`config.mk`:
```
export PLATFORM = sky130hd
export DESIGN_NAME = dbs
export DESIGN_NICKNAME = d
export VERILOG_FILES = /design/src/rtl/dbs.sv
export SDC_FILE = /design/constraint.sdc
export NUM_CORES = 1
export LEC_CHECK = 0
export BUFFER_PORTS_ARGS = -buffer_cell sky130_fd_sc_hd__buf_2
export CAP_MARGIN = 30
export CORE_MARGIN = 4
export CORE_UTILIZATION = 56
export CTS_CLUSTER_SIZE = 40
export DETAILED_ROUTE_END_ITERATION = 6
export PLACE_DENSITY_LB_ADDON = 0.3
export RECOVER_POWER = 25
export SKIP_LAST_GASP = 1
export SLEW_MARGIN = 20
export SYNTH_ARGS = -nofsm -noshare
export SYNTH_HDL_FRONTEND = slang
export SYNTH_SLANG_ARGS = --single-unit
```
`constraint.sdc`:
```
create_clock -name clock -period 4.1 [get_ports clock]
set_input_delay 0.41 -clock clock [delete_from_list [all_inputs] [get_ports clock]]
set_output_delay 0.41 -clock clock [all_outputs]
set_load 0.02 [all_outputs]
```
`src/rtl/dbs.sv`:
```
// Sequential restoring divider: 2W-bit dividend by W-bit divisor, one quotient bit per clock.
// Divide errors (zero divisor or quotient overflow) are reported on the accepting edge.
module dbs #(
  parameter int unsigned LARGURA = 8
) (
  input  logic                   clock,
  input  logic                   reset_n,
  input  logic                   start,
  input  logic [2*LARGURA-1:0]   dividendo,
  input  logic [LARGURA-1:0]     divisor,
  output logic [LARGURA-1:0]     quociente,
  output logic [LARGURA-1:0]     resto,
  output logic                   ocupado,
  output logic                   pronto,
  output logic                   erro
);

  localparam int unsigned W    = LARGURA;
  localparam int unsigned CntW = (W > 1) ? $clog2(W) : 1;

  typedef enum logic [0:0] {StRepouso, StCalcula} state_e;

  state_e          state_q;
  logic [CntW-1:0] cnt_q;
  logic [W:0]      r_q;
  logic [W-1:0]    q_q;
  logic [W-1:0]    d_q;
  logic [W-1:0]    quociente_q;
  logic [W-1:0]    resto_q;
  logic            ocupado_q;
  logic            pronto_q;
  logic            erro_q;

  logic [W:0]      r_sh;
  logic [W+1:0]    t;
  logic [W:0]      r_nxt;
  logic [W-1:0]    q_nxt;
  logic            div_err;
  logic            last;

  // One restoring step; R stays below D, so the shifted value fits in W+1 bits.
  always_comb begin
    r_sh    = {r_q[W-1:0], q_q[W-1]};
    t       = {1'b0, r_sh} - {2'b00, d_q};
    r_nxt   = t[W+1] ? r_sh : t[W:0];
    q_nxt   = {q_q[W-2:0], ~t[W+1]};
    div_err = (divisor == '0) || (dividendo[2*W-1:W] >= divisor);
    last    = (cnt_q == CntW'(W - 1));
  end

  always_ff @(posedge clock or negedge reset_n) begin
    if (!reset_n) begin
      state_q     <= StRepouso;
      cnt_q       <= '0;
      r_q         <= '0;
      q_q         <= '0;
      d_q         <= '0;
      quociente_q <= '0;
      resto_q     <= '0;
      ocupado_q   <= 1'b0;
      pronto_q    <= 1'b0;
      erro_q      <= 1'b0;
    end else begin
      case (state_q)
        StRepouso: begin
          if (start) begin
            if (div_err) begin
              quociente_q <= '1;
              resto_q     <= '0;
              erro_q      <= 1'b1;
              pronto_q    <= 1'b1;
            end else begin
              r_q       <= {1'b0, dividendo[2*W-1:W]};
              q_q       <= dividendo[W-1:0];
              d_q       <= divisor;
              cnt_q     <= '0;
              state_q   <= StCalcula;
              ocupado_q <= 1'b1;
              erro_q    <= 1'b0;
              pronto_q  <= 1'b0;
            end
          end else begin
            pronto_q <= 1'b0;
          end
        end
        StCalcula: begin
          r_q   <= r_nxt;
          q_q   <= q_nxt;
          cnt_q <= cnt_q + CntW'(1);
          if (last) begin
            quociente_q <= q_nxt;
            resto_q     <= r_nxt[W-1:0];
            pronto_q    <= 1'b1;
            erro_q      <= 1'b0;
            ocupado_q   <= 1'b0;
            cnt_q       <= '0;
            state_q     <= StRepouso;
          end
        end
        default: state_q <= StRepouso;
      endcase
    end
  end

  assign quociente = quociente_q;
  assign resto     = resto_q;
  assign ocupado   = ocupado_q;
  assign pronto    = pronto_q;
  assign erro      = erro_q;

endmodule

```
# Word-level counts from Yosys, hierarchy flattened

Index checks and enable logic that the tools add are counted.

Input bits: 27
Register bits after elaboration: 47

Bitwise logic cells: 3
Eq/ne operators: 5
Mux-type cells: 33
Reduce and logical (&&, ||, !) cells: 7
Add/subtract/negate cells: 2
Magnitude comparators: 1

Operators by type and width:

| cell                | number |
|---|---|
| $mux 8              | 11 |
| $pmux 8 s2          | 4 |
| $mux 1              | 10 |
| $sub 9x8->10        | 1 |
| $mux 3              | 3 |
| $reduce_and 3->1    | 3 |
| $ge 8x8->1          | 1 |
| $logic_not 8->1     | 1 |
| $pmux 1 s2          | 4 |
| $ne 2x2->1 const B  | 3 |
| $pmux 3 s2          | 1 |
| $reduce_and 2->1    | 2 |
| $add 3x1->3 const B | 1 |
| $eq 3x3->1 const B  | 1 |
| $not 1->1           | 3 |
| $ne 2x1->1 const B  | 1 |
| $logic_or 1x1->1    | 1 |

# Logic depth before layout (Yosys ltp)

Gate-level depths: netlist of the first run.

Depth after elaboration: 5
Gate-level depth with buffers: 9

# Worst setup path after synthesis of the first run

OpenSTA, ideal clock, no wires.

Path type: input port to flip-flop
From: input port divisor[1]
To: register q_q[0]
Data arrival time: 2.016 ns
Stages: 9
Required time: 3.960 ns
Path slack: 1.945 ns
Path buffers: 1
Cells stage by stage: inv_1 > ha_1 > o211ai_2 > a21oi_1 > o41a_4 > nor3b_4 > buf_6 > mux2i_1 > mux2i_1

Word-level cells in the longest chain between the ends: 4

RTL lines:

| item                                          | line | text |
|---|---|---|
| start, declared                               | 10   | `input logic [LARGURA-1:0] divisor,` |
| $ge 8x8->1 or $logic_not 8->1 (tied branches) | 47   | `div_err = (divisor == '0) \|\| (dividendo[2*W-1:W] >= divisor);` |
| $logic_or 1x1->1 (*)                          | 47   |  |
| $ne 2x2->1 (no source line) (*)               | -    |  |
| $reduce_and 2->1 (no source line) (*)         | -    |  |
| end signal, assigned                          | 74   | `q_q <= dividendo[W-1:0];` |
| end signal, assigned                          | 88   | `q_q <= q_nxt;` |
| end, declared                                 | 26   | `logic [W-1:0] q_q;` |

Mark *: on every way between the ends. The rest lies on a longest branch, timed or not.
A chain may end at the register's enable or synchronous reset.

# Worst setup path in the final report of the first run

Same ends and word-level chain as after synthesis.

==> results of run 1 <==
cells in the final DEF, fill, tap and decap left out, types with 2 or more instances in the layout:
| cell | synthesis | routed |
|---|---|---|
| clkbuf_8 | 0 | 5 |
| o22ai_1 | 2 | 2 |
| nor4_1 | 2 | 2 |
| nand2_1 | 25 | 25 |
| o22a_1 | 7 | 7 |
| or2_2 | 2 | 2 |
| buf_4 | 0 | 4 |
| nand2b_1 | 4 | 4 |
| nor2b_1 | 4 | 4 |
| a21oi_1 | 14 | 14 |
| nor3_1 | 3 | 3 |
| mux2i_1 | 34 | 34 |
| buf_2 | 1 | 44 |
| dfrtp_1 | 47 | 47 |
| xnor2_1 | 2 | 2 |
| nor2_1 | 12 | 12 |
| ha_1 | 18 | 18 |
| inv_1 | 22 | 22 |
| mux2_2 | 3 | 3 |
| o21ai_1 | 7 | 7 |
| clkbuf_1 | 4 | 3 |
| o21ai_0 | 15 | 15 |
power groups by stage:
stage | clock [uW] | combinational, uW | sequential, uW
after detailed placement | 0 | 1320 | 798
final | 289 | 1330 | 791
after floorplan | 0 | 945 | 838
after CTS | 292 | 1340 | 791
after global routing | 313 | 1520 | 816
after global placement | 0 | 1270 | 795
per-stage QoR:
step                      total power [uW]  instance area [um2]  hold slack [ns]
after floorplan                       1780                 2610            0.114
after global placement                2070                 2880            0.457
after detailed placement              2120                 2900            0.370
after CTS                             2430                 2990           0.0355
after global routing                  2650                 2970            0.282
final                                 2410                 2970            0.196
routing by layer:
metal	GRT usage, %	up-vias
met4	8.74	0
met3	5.20	18
met2	35.3	53
met5	0	-
li1	-	975
met1	27.4	944
flip-flops by register name, summed over array words and instances (netlist names):
signal,count
r_q,8
pronto,1
cnt_q,3
resto,8
erro,1
quociente,8
ocupado,1
state_q,1
q_q,8
d_q,8
synthesized netlist by cell type, types with 2 or more instances:
master    instances  area share, %
or2_2             2           0.48
a21oi_1          14            2.7
clkbuf_1          4           0.58
mux2i_1          34             13
o22a_1            7            2.4
nor2_1           12            1.7
nand2b_1          4           0.96
dfrtp_1          47             45
xnor2_1           2           0.67
nor3_1            3           0.58
nor4_1            2           0.48
nor2b_1           4           0.96
nand2_1          25            3.6
ha_1             18            8.6
buf_6             2           0.86
inv_1            22            3.2
o21ai_1           7            1.3
o21ai_0          15            2.9
mux2_2            3            1.3
o22ai_1           2           0.48
cell type report:
| cell class | instances | area, um2 | area share, % |
|---|---|---|---|
| clock buffer | 6 | 72.6 | 2.44 |
| clock inverter | 2 | 16.3 | 0.548 |
| inverter | 22 | 82.6 | 2.78 |
| multi-input combinational | 172 | 1300 | 43.8 |
| sequential | 47 | 1180 | 39.6 |
| tap | 52 | 65.1 | 2.19 |
| timing repair buffer | 50 | 258 | 8.68 |
path summary, 6_finish.rpt:
check,startpoint,endpoint,slack [ns],depth (start not counted)
max,divisor[1],q_q[0],1.52,10
min,reset_n,cnt_q[1],0.20,1
max reg2reg,r_q[5],r_q[6],1.72,8
min reg2reg,resto[5],resto[5],0.49,2
max in group asynchronous,reset_n,r_q[3],1.90,2
min in group clock,divisor[3],d_q[3],0.37,3
worst max-delay path: stages:
cell,delay (ns)
buf_2,0.09
inv_1,0.06
ha_1,0.29
o211ai_2,0.13
a21oi_1,0.07
o41a_4,0.48
nor3b_4,0.59
buf_4,0.32
mux2i_1,0.22
mux2i_1,0.09
kinds of logic after synthesis:
group,Yosys count
buffers and inverters,30
AOI/OAI and AO/OA,56
adders and majority gates,19
DFF,47
muxes,37
xor gates and xnor gates,3
and+or+nand+nor,57
==> results_dict.tcl, run 1 <==
set metrics [dict create \
    outcome "finished, violations left" \
    violations "capacitance limit, slew limit" \
    synth_top_family_by_area "compound AO/OA/AOI/OAI gates" \
    p_seq_share_pct 32.8 \
    setup_viol 0 \
    ant_nets 0 \
    swShare_pct 44.1 \
    power_leakage_uw 0.00150 \
    drc 0 \
    synth-xor-area-share_pct 1.01 \
    htree_levels 2 \
    clock_path_buffers 2 \
    arrival_ns 2.77 \
    dp_hpwl_um 4380 \
    io_pins 46 \
    num_vias 1990 \
    hold_viol_final 0 \
    ys_types 40 \
    p_int_uw 1350 \
    synthAdderAreaFrac_pct 9.41 \
    cap_violations 1 \
    routed_wl_um 5810 \
    seq_area_frac_synth_pct 45.1 \
    clkTransAtPathRegs_ns 0.09 \
    antenna_found_initial 0 \
    async_flop_share_pct 100 \
    place_ws_ns 1.21 \
    dp_cells 343 \
    synthCells 249 \
    synthToLayoutAreaGrowth_pct 14.0 \
    setup_ws_ns 1.52 \
    gp_congestion 0.825 \
    synth-main-ff-cell "dfrtp_1" \
    syn_area_mm2 0.00260 \
    finalNonFillerCells 351 \
    final_core_util_pct 67.3 \
    grt_usage_pct 21.6 \
    critPathCaptureType "register" \
    tritoncts "done" \
    drt-initial-drc-count 127 \
    fmax_mhz 388 \
    syn_nets 295 \
    skew_ns 0.00792 \
    rsz0062_at_grt "no" \
    first_global_vias 2111 \
    synth-simple-area-share_pct 10.6 \
    max-vdd-ir-drop_mv 0.427 \
    path_class "input pin to register" \
    drt-pass1-iter-count 4 \
    min_path_type "input pin to async pin" \
    grt_pass1_wl_um 10200 \
    power_density_mw_per_mm2 813 \
    synth_warnings 0 \
    ctsResizeCount 0 \
    die_w_um 76.2 \
    post-route-period-util_pct 62.9 \
    grt_max_degree 35 \
    met2WireLength_um 2800 \
    n_antenna_cell 0 \
    synth_compound_area_share_pct 14.6 \
    relSlewSlack_pct -8.83 \
    wl_met3_um 272 \
    rows 24 \
    start_util_pct 59.0 \
    period_needed_ns 2.58 \
    nFillCells 368 \
    hold_buffers 0 \
    avgSynthCellArea_um2 10.5 \
    combinationalPowerShare_pct 55.3 \
    gr-total-overflow 0 \
    wl_per_cell_um 16.6 \
    startpoint_type "input pin" \
    cts_buffers 5 \
    clkPwrFrac_pct 12.0 \
    numPortBuffers 45 \
    slew_viol_final 32 \
    die_area_mm2 0.00581 \
    viasPerCell 5.67 \
    power_switching_uw 1060 \
    clk-insertion-delay-late_ns 0.31 \
    highest_layer "met4" \
    postCtsSetupRepairBufs 0 \
    nNetsFinal 344 \
    core-area_mm2 0.00441 \
    tns_ns 0 \
    root_buffer "clkbuf_8" \
    drive_gt1_share_pct 22.7 \
    worstPathRequired_ns 4.29 \
    worstMarginPinSlew_ns 1.63 \
    fp.dieH_um 76.2 \
    clock-sinks 47 \
    met1_length_um 2570 \
    synthMuxAreaShare_pct 14.4 \
    ys_ff_latch 47 \
    synth-edff-count 0 \
    worstPathMaxFanout 11 \
]
Power figures use the tool's default switching activity.
==> run 2, diff against run 1 <==
--- a/config.mk
+++ b/config.mk
@@ -8,7 +8,7 @@
 export BUFFER_PORTS_ARGS = -buffer_cell sky130_fd_sc_hd__buf_2
 export CAP_MARGIN = 30
 export CORE_MARGIN = 4
-export CORE_UTILIZATION = 56
+export CORE_UTILIZATION = 50
 export CTS_CLUSTER_SIZE = 40
 export DETAILED_ROUTE_END_ITERATION = 6
 export PLACE_DENSITY_LB_ADDON = 0.3
==> constraint.sdc (replaced) <==
create_clock -name clock -period 2.3 [get_ports clock]
set_input_delay 0.23 -clock clock [delete_from_list [all_inputs] [get_ports clock]]
set_output_delay 0.23 -clock clock [all_outputs]
set_load 0.02 [all_outputs]
==> run 2 against run 1 <==
Via count is 0.25% higher. Largest power group unchanged. Setup slack worse by 1.4 ns. Critical path depth fell by 3. Die area is 11% higher. Hold slack got worse by 0.0077 ns. Critical endpoint is now r_q[7]. The flow now finishes without violations. Sequential cell count unchanged. Sequential share of layout area is 1.3 points lower. Non-clock buffer count increased by 9. Clock skew is 0.0053 ns higher.
==> results_dict.tcl, run 2 (synthesized netlist as in run 1, its figures left out) <==
set metrics [dict create \
    dp_cells 370 \
    postCtsSetupRepairBufs 0 \
    hold_viol_final 0 \
    cts_buffers 5 \
    dp_hpwl_um 4350 \
    die_w_um 80.2 \
    nFillCells 453 \
    rsz0062_at_grt "yes" \
    power_density_mw_per_mm2 1440 \
    core-area_mm2 0.00507 \
    die_area_mm2 0.00643 \
    critPathCaptureType "register" \
    clk-insertion-delay-late_ns 0.31 \
    numPortBuffers 45 \
    outcome "completed" \
    drive_gt1_share_pct 26.6 \
    relSlewSlack_pct 22.7 \
    first_global_vias 1951 \
    worstPathMaxFanout 7 \
    fmax_mhz 468 \
    worstPathRequired_ns 2.48 \
    slew_viol_final 0 \
    grt_pass1_wl_um 9540 \
    nNetsFinal 353 \
    worstMarginPinSlew_ns 1.16 \
    ant_nets 0 \
    tritoncts "done" \
    root_buffer "clkbuf_8" \
    power_leakage_uw 0.00155 \
    path_class "register to register" \
    startpoint_type "register" \
    routed_wl_um 5690 \
    n_antenna_cell 0 \
    grt_usage_pct 19.3 \
    start_util_pct 51.3 \
    finalNonFillerCells 378 \
    regArea_mm2 0.00118 \
    min_path_type "input pin to register" \
    layout_common_cells "47 x dfrtp_1, 45 x buf_2, 34 x mux2i_1, 25 x nand2_1, 22 x inv_1" \
    drt-initial-drc-count 108 \
    fin_hold_ws_ns 0.188 \
    post-route-period-util_pct 92.9 \
    multi_input_area_mm2 0.00131 \
    setup_viol 0 \
    clock-sinks 47 \
    fin_total_pwr_uw 4410 \
    max-vdd-ir-drop_mv 0.695 \
    gp_congestion 0.864 \
    viasPerCell 5.28 \
    drt-pass1-iter-count 4 \
    clkTransAtPathRegs_ns 0.10 \
    final_common_cell "dfrtp_1" \
    synthToLayoutAreaGrowth_pct 17.9 \
    gr-total-overflow 0 \
    cap_violations 0 \
    htree_levels 2 \
    io_pins 46 \
    skew_ns 0.0133 \
    fp.dieH_um 80.2 \
    wl_per_cell_um 15.1 \
    tns_ns 0 \
    num_vias 1995 \
    period_needed_ns 2.14 \
    final_core_util_pct 60.5 \
    rows 26 \
    clock_path_buffers 2 \
    grt_max_degree 48 \
    antenna_found_initial 0 \
    arrival_ns 2.32 \
    drc 0 \
]
-- run 2: layout make-up --
class,count,area share [%]
sequential,47,38.3
multi-input combinational,172,42.5
clock buffer,5,2.24
inverter,22,2.69
clock inverter,3,0.733
timing repair buffer,59,10.7
tap,70,2.85
-- run 2: critical path, stage by stage, from the launching register on --
cell,delay (ns)
dfrtp_1,0.44
ha_2,0.41
nand4b_1,0.17
o221ai_1,0.29
a21oi_2,0.08
buf_4,0.18
a221oi_1,0.33
mux2i_1,0.12
-- run 2: path summary, 6_finish.rpt --
| check | startpoint | endpoint | slack (ns) | cells past startpoint |
|---|---|---|---|---|
| hold / removal | divisor[4] | d_q[4] | 0.19 | 3 |
| hold reg to reg | resto[5] | resto[5] | 0.48 | 2 |
| setup reg to reg | r_q[5] | r_q[7] | 0.16 | 7 |
| min in group asynchronous | reset_n | quociente[4] | 0.22 | 2 |
| setup / recovery | r_q[5] | r_q[7] | 0.16 | 7 |
| max in group asynchronous | reset_n | d_q[3] | 1.36 | 2 |
-- run 2: what timing repair did --
item | CTS | global route
hold buffers | 0 | 0
gates resized for setup | 0 | 3
endpoints found under the setup margin | 0 | 11
-- run 2: through the flow --
stage | area [um2] | setup WS, ns
floorplan | 2610 | 0.319
global placement | 2980 | 0.0799
detailed placement | 2980 | -0.00328
CTS | 3070 | 0.0431
global route | 3070 | -0.0102
finish | 3070 | 0.163
-- run 2: power breakdown --
group | switching [uW] | internal, uW | leakage [uW] | total [uW]
Combinational | 1360 | 1100 | 0.000954 | 2460
Sequential | 243 | 1190 | 0.000550 | 1430
Clock | 301 | 218 | 0.0000485 | 519
Total | 1910 | 2510 | 0.00155 | 4410
-- run 2: per-layer routing --
metal	global-route usage [%]	share of wire, %	vias up
met5	0	0	-
met4	4.56	1.3	0
met3	4.15	5.1	8
met2	29.7	46	42
met1	27.7	47	949
li1	-	-	996
==> run 3, diff against run 2 <==
--- a/config.mk
+++ b/config.mk
@@ -8,7 +8,7 @@
 export BUFFER_PORTS_ARGS = -buffer_cell sky130_fd_sc_hd__buf_2
 export CAP_MARGIN = 30
 export CORE_MARGIN = 4
-export CORE_UTILIZATION = 50
+export CORE_UTILIZATION = 56
 export CTS_CLUSTER_SIZE = 40
 export DETAILED_ROUTE_END_ITERATION = 6
 export PLACE_DENSITY_LB_ADDON = 0.3
==> constraint.sdc (replaced) <==
create_clock -name clock -period 2.4 [get_ports clock]
set_input_delay 0.24 -clock clock [delete_from_list [all_inputs] [get_ports clock]]
set_output_delay 0.24 -clock clock [all_outputs]
set_load 0.02 [all_outputs]
==> run 3 against run 2 <==
Die area fell by 9.7%. Utilization increased by 8.7 points. First-iteration DRC count up 26%. Critical path depth stayed put. Wire length grew 1.7%. Sequential cell count did not move. Power shrank 2.5%. Clock power rose by 20%.
==> results_dict.tcl, run 3 (synthesized netlist as in run 1, its figures left out) <==
set metrics [dict create \
    setup_ws_ns 0.214 \
    cap_violations 0 \
    arrival_ns 2.40 \
    postCtsSetupRepairBufs 0 \
    worstMarginPinSlew_ns 1.33 \
    viasPerCell 5.60 \
    path_class "register to register" \
    synthToLayoutAreaGrowth_pct 17.2 \
    min_path_type "input pin to register" \
    worstPathRequired_ns 2.61 \
    slowest_stage "dfrtp_1" \
    grt_pass1_wl_um 10100 \
    p_seq_share_pct 31.6 \
    wl_per_cell_um 16.2 \
    power_density_mw_per_mm2 1410 \
    power_leakage_uw 0.00155 \
    drt-pass1-iter-count 4 \
    startpoint_type "register" \
    final_common_cell "dfrtp_1" \
    htree_levels 2 \
    clkPwrFrac_pct 14.5 \
    outcome "completed" \
    gr-total-overflow 0 \
    dp_cells 349 \
    fmax_mhz 457 \
    slowest_delay_ns 0.42 \
    period_needed_ns 2.19 \
    nNetsFinal 351 \
    reg2reg_slack_ns 0.21 \
    num_vias 2006 \
    gp_congestion 0.858 \
    drc 0 \
    worstPathMaxFanout 14 \
    drive_gt1_share_pct 24.2 \
    grt_max_degree 26 \
    critPathCaptureType "register" \
    ant_nets 0 \
    p_int_uw 2470 \
    clk-insertion-delay-late_ns 0.31 \
    clock-sinks 47 \
    swShare_pct 42.5 \
    combinationalPowerShare_pct 53.9 \
    first_global_vias 2051 \
    cp_cell_sequence "ha_1 > a21oi_1 > o221ai_1 > a21oi_1 > buf_4 > mux2_2 > o21ai_0" \
    root_buffer "clkbuf_8" \
    place_ws_ns 0.157 \
    tritoncts "done" \
    power_switching_uw 1830 \
    max-vdd-ir-drop_mv 0.816 \
    rsz0062_at_grt "no" \
    tns_ns 0 \
    clkTransAtPathRegs_ns 0.09 \
    post-route-period-util_pct 91.1 \
    core-area_mm2 0.00441 \
    skew_ns 0.0110 \
    n_antenna_cell 0 \
    io_pins 46 \
    relSlewSlack_pct 11.5 \
    path_common_cell "a21oi_1" \
    die_area_mm2 0.00581 \
    start_util_pct 59.0 \
    antenna_found_initial 0 \
    die_w_um 76.2 \
    cts_buffers 5 \
    nFillCells 336 \
    grt_usage_pct 20.9 \
    fp.dieH_um 76.2 \
    slew_viol_final 0 \
    finalNonFillerCells 358 \
    hold_viol_final 0 \
    rows 24 \
    numPortBuffers 45 \
    drt-initial-drc-count 136 \
    setup_viol 0 \
    dp_hpwl_um 4490 \
    routed_wl_um 5790 \
    clock_path_buffers 2 \
    layout_common_cells "47 x dfrtp_1, 44 x buf_2, 34 x mux2i_1, 25 x nand2_1, 22 x inv_1" \
]
[run 3: cell types whose count changed in the layout (fill, tap and decap cells not counted), sizes merged]
| cell | change |
|---|---|
| clkbuf | +3 |
| buf | -5 |
| bufinv | +1 |
| dlygate4sd3 | +1 |
| clkinv | -2 |
[run 3: layout make-up]
class                      count  area (um2)  area share [%]
multi-input combinational    172        1300            42.6
sequential                    47        1180            38.5
timing repair buffer          57         309            10.1
clock buffer                   6        82.6            2.70
inverter                      22        82.6            2.70
tap                           52        65.1            2.13
clock inverter                 2        38.8            1.27
[run 3: power groups by stage]
| stage | Sequential [uW] | Clock, uW | Combinational (uW) |
|---|---|---|---|
| 3_5_place_dp | 1370 | 0 | 2300 |
| 2_1_floorplan | 1430 | 0 | 1610 |
| 6_report | 1360 | 623 | 2320 |
| 4_1_cts | 1360 | 634 | 2320 |
| 5_1_grt | 1400 | 670 | 2620 |
| 3_3_place_gp | 1350 | 0 | 2220 |
[run 3: routing by layer]
layer  share of wire (%)  global-route usage, %  routed length [um]
met5                   0                      0                   0
met4                 2.4                   7.87                 139
met3                 4.0                   4.26                 233
met2                  45                   32.2                2590
met1                  49                   29.2                2820
[run 3: through the flow]
stage	cell area (um2)	total power, uW	hold slack [ns]	util (%)
after floorplan	2610	3050	-0.0556	-
after global placement	2930	3580	0.245	66.4
after detailed placement	2930	3670	0.248	66.4
after CTS	3060	4310	0.190	69.4
after global routing	3050	4690	0.203	69.2
final	3050	4300	0.206	69.2
[run 3: worst max-delay path, delay by kind of cell (launching register included)]
kind	cells	cell delay [ns]
compound gates	4	0.68
buf+inv	1	0.22
fa+ha+maj	1	0.40
flops	1	0.42
mux	1	0.37
[run 3: path summary, 6_finish.rpt]
| check | depth (start not counted) | to | start |
|---|---|---|---|
| max in group asynchronous | 3 | d_q[2] | reset_n |
| min in group asynchronous | 3 | q_q[1] | reset_n |
| min reg2reg | 2 | resto[7] | resto[7] |
| max reg2reg | 7 | resto[1] | r_q[5] |
| max | 7 | resto[1] | r_q[5] |
| min | 3 | d_q[7] | divisor[7] |
[run 3: repair_timing]
| item | 4_1_cts | 5_1_grt |
|---|---|---|
| setup endpoints to repair | 0 | 1 |
| endpoints found under the hold margin | 47 | 0 |
| hold buffers | 1 | 0 |
| resized for setup | 0 | 1 |
